$ cat src/rtl/psum_requant.sv
// Accumulates NUM_PASSES signed partial sums plus a per-output bias, then
// requantizes the total to int8 with a rounding shift, optional ReLU and saturation.
module psum_requant #(
   parameter int unsigned IN_WIDTH   = 21,
   parameter int unsigned NUM_PASSES = 4,
   parameter int unsigned ACC_WIDTH  = 32
) (
   input  logic                        clk,
   input  logic                        rst_n,
   input  logic signed [IN_WIDTH-1:0]  i_data,
   input  logic                        i_valid,
   input  logic signed [ACC_WIDTH-1:0] i_bias,
   input  logic [4:0]                  i_shift,
   input  logic                        i_relu_en,
   input  logic                        i_clear,
   output logic signed [7:0]           o_data,
   output logic                        o_valid
);

   localparam int unsigned CNT_W = (NUM_PASSES > 1) ? $clog2(NUM_PASSES) : 1;
   localparam logic [CNT_W-1:0] CNT_LAST = CNT_W'(NUM_PASSES - 1);
   localparam int unsigned RQ_W = ACC_WIDTH + 1;
   localparam logic signed [RQ_W-1:0] SAT_HI = RQ_W'(127);
   localparam logic signed [RQ_W-1:0] SAT_LO = ~SAT_HI;

   logic [CNT_W-1:0]           cnt;
   logic signed [ACC_WIDTH-1:0] acc;
   logic signed [ACC_WIDTH-1:0] sum_r;
   logic [4:0]                 shift_r;
   logic                       relu_r;
   logic                       s2_valid;

   logic signed [ACC_WIDTH-1:0] x_ext_c;
   logic signed [ACC_WIDTH-1:0] sum_next_c;
   logic                       first_beat_c;
   logic                       last_beat_c;

   logic signed [RQ_W-1:0]     rq_ext_c;
   logic signed [RQ_W-1:0]     rq_rnd_c;
   logic signed [RQ_W-1:0]     rq_shr_c;
   logic signed [RQ_W-1:0]     rq_relu_c;
   logic signed [7:0]          rq_sat_c;

   // First beat starts from the bias, later beats from the running sum
   assign x_ext_c      = {{(ACC_WIDTH-IN_WIDTH){i_data[IN_WIDTH-1]}}, i_data};
   assign first_beat_c = (cnt == '0);
   assign last_beat_c  = (cnt == CNT_LAST);
   assign sum_next_c   = (first_beat_c ? i_bias : acc) + x_ext_c;

   // Stage 1: pass counter, accumulator and hand-off of the finished group
   always_ff @(posedge clk or negedge rst_n) begin
      if (!rst_n) begin
         cnt      <= '0;
         acc      <= '0;
         sum_r    <= '0;
         shift_r  <= '0;
         relu_r   <= 1'b0;
         s2_valid <= 1'b0;
      end else begin
         s2_valid <= 1'b0;
         if (i_clear) begin
            cnt <= '0;
         end else if (i_valid) begin
            acc <= sum_next_c;
            if (last_beat_c) begin
               cnt      <= '0;
               sum_r    <= sum_next_c;
               shift_r  <= i_shift;
               relu_r   <= i_relu_en;
               s2_valid <= 1'b1;
            end else begin
               cnt <= cnt + CNT_W'(1);
            end
         end
      end
   end

   // Stage 2: round-half-up shift in one extra bit, then ReLU and int8 clamp
   always_comb begin
      rq_ext_c = {sum_r[ACC_WIDTH-1], sum_r};
      rq_rnd_c = '0;
      if (shift_r != 5'd0) begin
         rq_rnd_c = RQ_W'(1) << (shift_r - 5'd1);
      end
      rq_shr_c  = (rq_ext_c + rq_rnd_c) >>> shift_r;
      rq_relu_c = (relu_r && rq_shr_c[RQ_W-1]) ? '0 : rq_shr_c;
      if (rq_relu_c > SAT_HI) begin
         rq_sat_c = 8'h7F;
      end else if (rq_relu_c < SAT_LO) begin
         rq_sat_c = 8'h80;
      end else begin
         rq_sat_c = rq_relu_c[7:0];
      end
   end

   // Output register; data holds between strobes
   always_ff @(posedge clk or negedge rst_n) begin
      if (!rst_n) begin
         o_data  <= '0;
         o_valid <= 1'b0;
      end else begin
         o_valid <= s2_valid;
         if (s2_valid) begin
            o_data <= rq_sat_c;
         end
      end
   end

endmodule

$ cat config.mk
export PLATFORM = sky130hd
export DESIGN_NAME = psum_requant
export DESIGN_NICKNAME = d
export VERILOG_FILES = /design/src/rtl/psum_requant.sv
export SDC_FILE = /design/constraint.sdc
export NUM_CORES = 1
export LEC_CHECK = 0
export CORE_MARGIN = 2
export CORE_UTILIZATION = 50
export DETAILED_ROUTE_END_ITERATION = 12
export PLACE_DENSITY = 0.79
export SYNTH_ARGS = -nofsm -noshare
export SYNTH_HDL_FRONTEND = slang
export SYNTH_SLANG_ARGS = --single-unit
export TNS_END_PERCENT = 50
$ cat constraint.sdc
create_clock -name clk -period 6.1 [get_ports clk]
set_input_delay 0.915 -clock clk [delete_from_list [all_inputs] [get_ports clk]]
set_output_delay 0.915 -clock clk [all_outputs]
set_load 0.02 [all_outputs]
==> run metrics <==
TNS Setup=0 ns; RSZ-0062 raised after global routing=no; worst reg2reg endpoint=o_data[4]; cell taking the most area after synthesis=dfrtp_1; H-tree depth=3; reg2reg start=shift_r[4]; Final Cycle Share=0.951; outcome=finished clean; peak supply drop=0.172 mV; number of synthesized flops with an enable pin=0; hold_ws=0.472 ns; final wirelength=30500 um; Final setup viols=0; WL per Instance=18.8 um; Async SR Flop Fraction=1.00; proportion of layout cells with a drive suffix above 1=0.129; max-cap viol count=0; via/cell ratio=6.42; overall die width=145 um; CP max FO=14; Pre-antenna DRT Iters=6; grt total ovfl=0; Seq cells post-synth=82; Top FF cell, synth=dfrtp_1; most frequent cell after synthesis=nand2_1; CP Data Arrival Time=6.10 ns; syn avg cell area=7.70 um^2; Die H=145 um; # hold bufs at CTS=0; Layout area overhead=15.5%; antenna-violating nets left=0; core area=19500 um^2; yosys warns=0; Synth top cells by count=173 x nand2_1, 115 x o21ai_0, 97 x nor2_1; Max Slew Vio Count=0; standard-cell row count=51; Filler cells=1770; leak pwr=4.88 nW; DRC=0; initial antenna violation count=0; Clock Tree Root=clkbuf_16; via count=10400; Worst Max-Slew Pin Slew=1.03 ns; CTS tree=yes; TritonCTS Sinks=82; post-route total power=4.50 mW; fin crit period=5.80 ns; r2r setup slk=0.30 ns; Num CTS Buffers=9; # resized after CTS=0; critical path launch point type=flop; n_diodes=0; sequential area share after synthesis=0.207; CP endpoint kind=flop; clock buffer depth=2; CP Class=flop to flop; DP HPWL=24100 um; Layout Nets=1485; setup bufs post-CTS=0; syn nets=1420; final core occ=0.589; Critical Path RT=6.40 ns; total track usage=0.288; register area=2050 um^2; final hold viol count=0; gp weighted congestion=1.01; initial core utilization=0.510; PortBufs=71; Skew-Pair Late Insertion Delay=0.36 ns; reg2reg path depth=19; PwrDens=392 nW/um^2; post-synth cell types=101; synthesized cell area=9930 um^2; initial DRC count=1020; first-pass GRT wire length=50400 um; Fmax achieved=0.172 GHz; Clock Skew=0.00982 ns; Synth top area share=0.207; Hold WC Path Type=primary input to asynchronous set/reset pin; cell count after synthesis=1290; clk slew on worst S/H paths=0.07 ns; footprint of the multi-input gates=7440 um^2; vias in the first global route=9861; synth top area cells=dfrtp_1 21%, ha_1 8.2%, nand2_1 6.5%; I/O pin total=72; largest net degree at the start of global routing=64; Max-slew headroom=0.311; die area=21000 um^2
## cell type report
class | instances | area share
clock inverter | 6 | 0.0120
tap | 265 | 0.0289
inverter | 30 | 0.00982
multi-input combinational | 1101 | 0.649
sequential | 82 | 0.179
timing repair buffer | 131 | 0.101
clock buffer | 10 | 0.0200
## through the flow
step / cell area, um^2 / worst slack, ns / instances
after floorplan: 9930 / 0.302 / 1290
after global placement: 11100 / 0.470 / 1609
after detailed placement: 11100 / 0.521 / 1609
after CTS: 11500 / 0.501 / 1625
after global routing: 11500 / 0.0288 / 1625
final: 11500 / 0.301 / 1625
## registers in the layout (all words and copies together), names as in the netlist
signal,count
s2_valid,1
cnt,2
o_data,8
relu_r,1
o_valid,1
shift_r,5
acc,32
sum_r,32
## per-layer routing
metal,track usage,routed length (um),vias to the layer above
li1,-,-,4989
met1,0.399,13600,4909
met2,0.461,13700,456
met3,0.0396,2230,78
met4,0.101,954,0
met5,0,0,-
## cell families after synthesis
| logic type | share of synthesized area |
|---|---|
| buffers and inverters | 0.0445 |
| AO/OA/AOI/OAI | 0.313 |
| multiplexers | 0.0873 |
| XOR/XNOR | 0.0397 |
| flip-flops | 0.207 |
| AND/OR/NAND/NOR | 0.223 |
| adder cells (fa/ha/maj) | 0.0859 |
| other | 0.000378 |
## how the worst max path moves through the flow
stage / from / to / slack (ns) / depth (start not counted)
2_1_floorplan: shift_r[1] / o_data[4] / 0.30 / 22
4_1_cts: shift_r[4] / o_data[4] / 0.50 / 19
6_report: shift_r[4] / o_data[4] / 0.30 / 19
3_3_place_gp: shift_r[1] / o_data[4] / 0.47 / 20
5_1_grt: shift_r[2] / o_data[4] / 0.03 / 21
3_5_place_dp: shift_r[4] / o_data[4] / 0.52 / 19
## report_power, final
| group | internal, mW | switching, mW |
|---|---|---|
| combinational | 1.18 | 1.76 |
| clock | 0.444 | 0.244 |
| sequential | 0.724 | 0.141 |
| total | 2.35 | 2.15 |
## critical path: stages, from the launching register on
cell      delay (ns)
dfrtp_1         0.75
buf_4           0.27
nand2_1         0.12
nor2_1          0.21
ha_1            0.39
nand4_1         0.25
nor4_2          0.09
a211oi_1        0.36
nand3_1         0.24
a221o_1         0.48
and3_1          0.25
nor4_4          0.42
o21ai_1         0.19
nor4b_1         0.45
nand4b_1        0.14
o41ai_1         0.37
buf_4           0.18
a32o_1          0.29
a21boi_1        0.19
a211o_1         0.11
## placed cells by master, fill, tap and decap left out, drive strengths merged, types with 11 or more instances in the layout
cell type / n
dfrtp: 82
o21ai: 126
ha: 65
a211oi: 29
o31ai: 12
and3: 15
xor2: 23
mux2i: 27
o21a: 11
a21o: 21
nand2b: 16
nor3: 45
a21oi: 94
o211ai: 19
or3: 11
nand4: 18
and2: 12
nor2: 98
xnor2: 22
or2: 13
a31oi: 17
buf: 61
mux2: 41
clkdlybuf4s50: 70
inv: 29
nand2: 173
nand3: 39
Note: power is estimated with default switching activity, not from simulation.
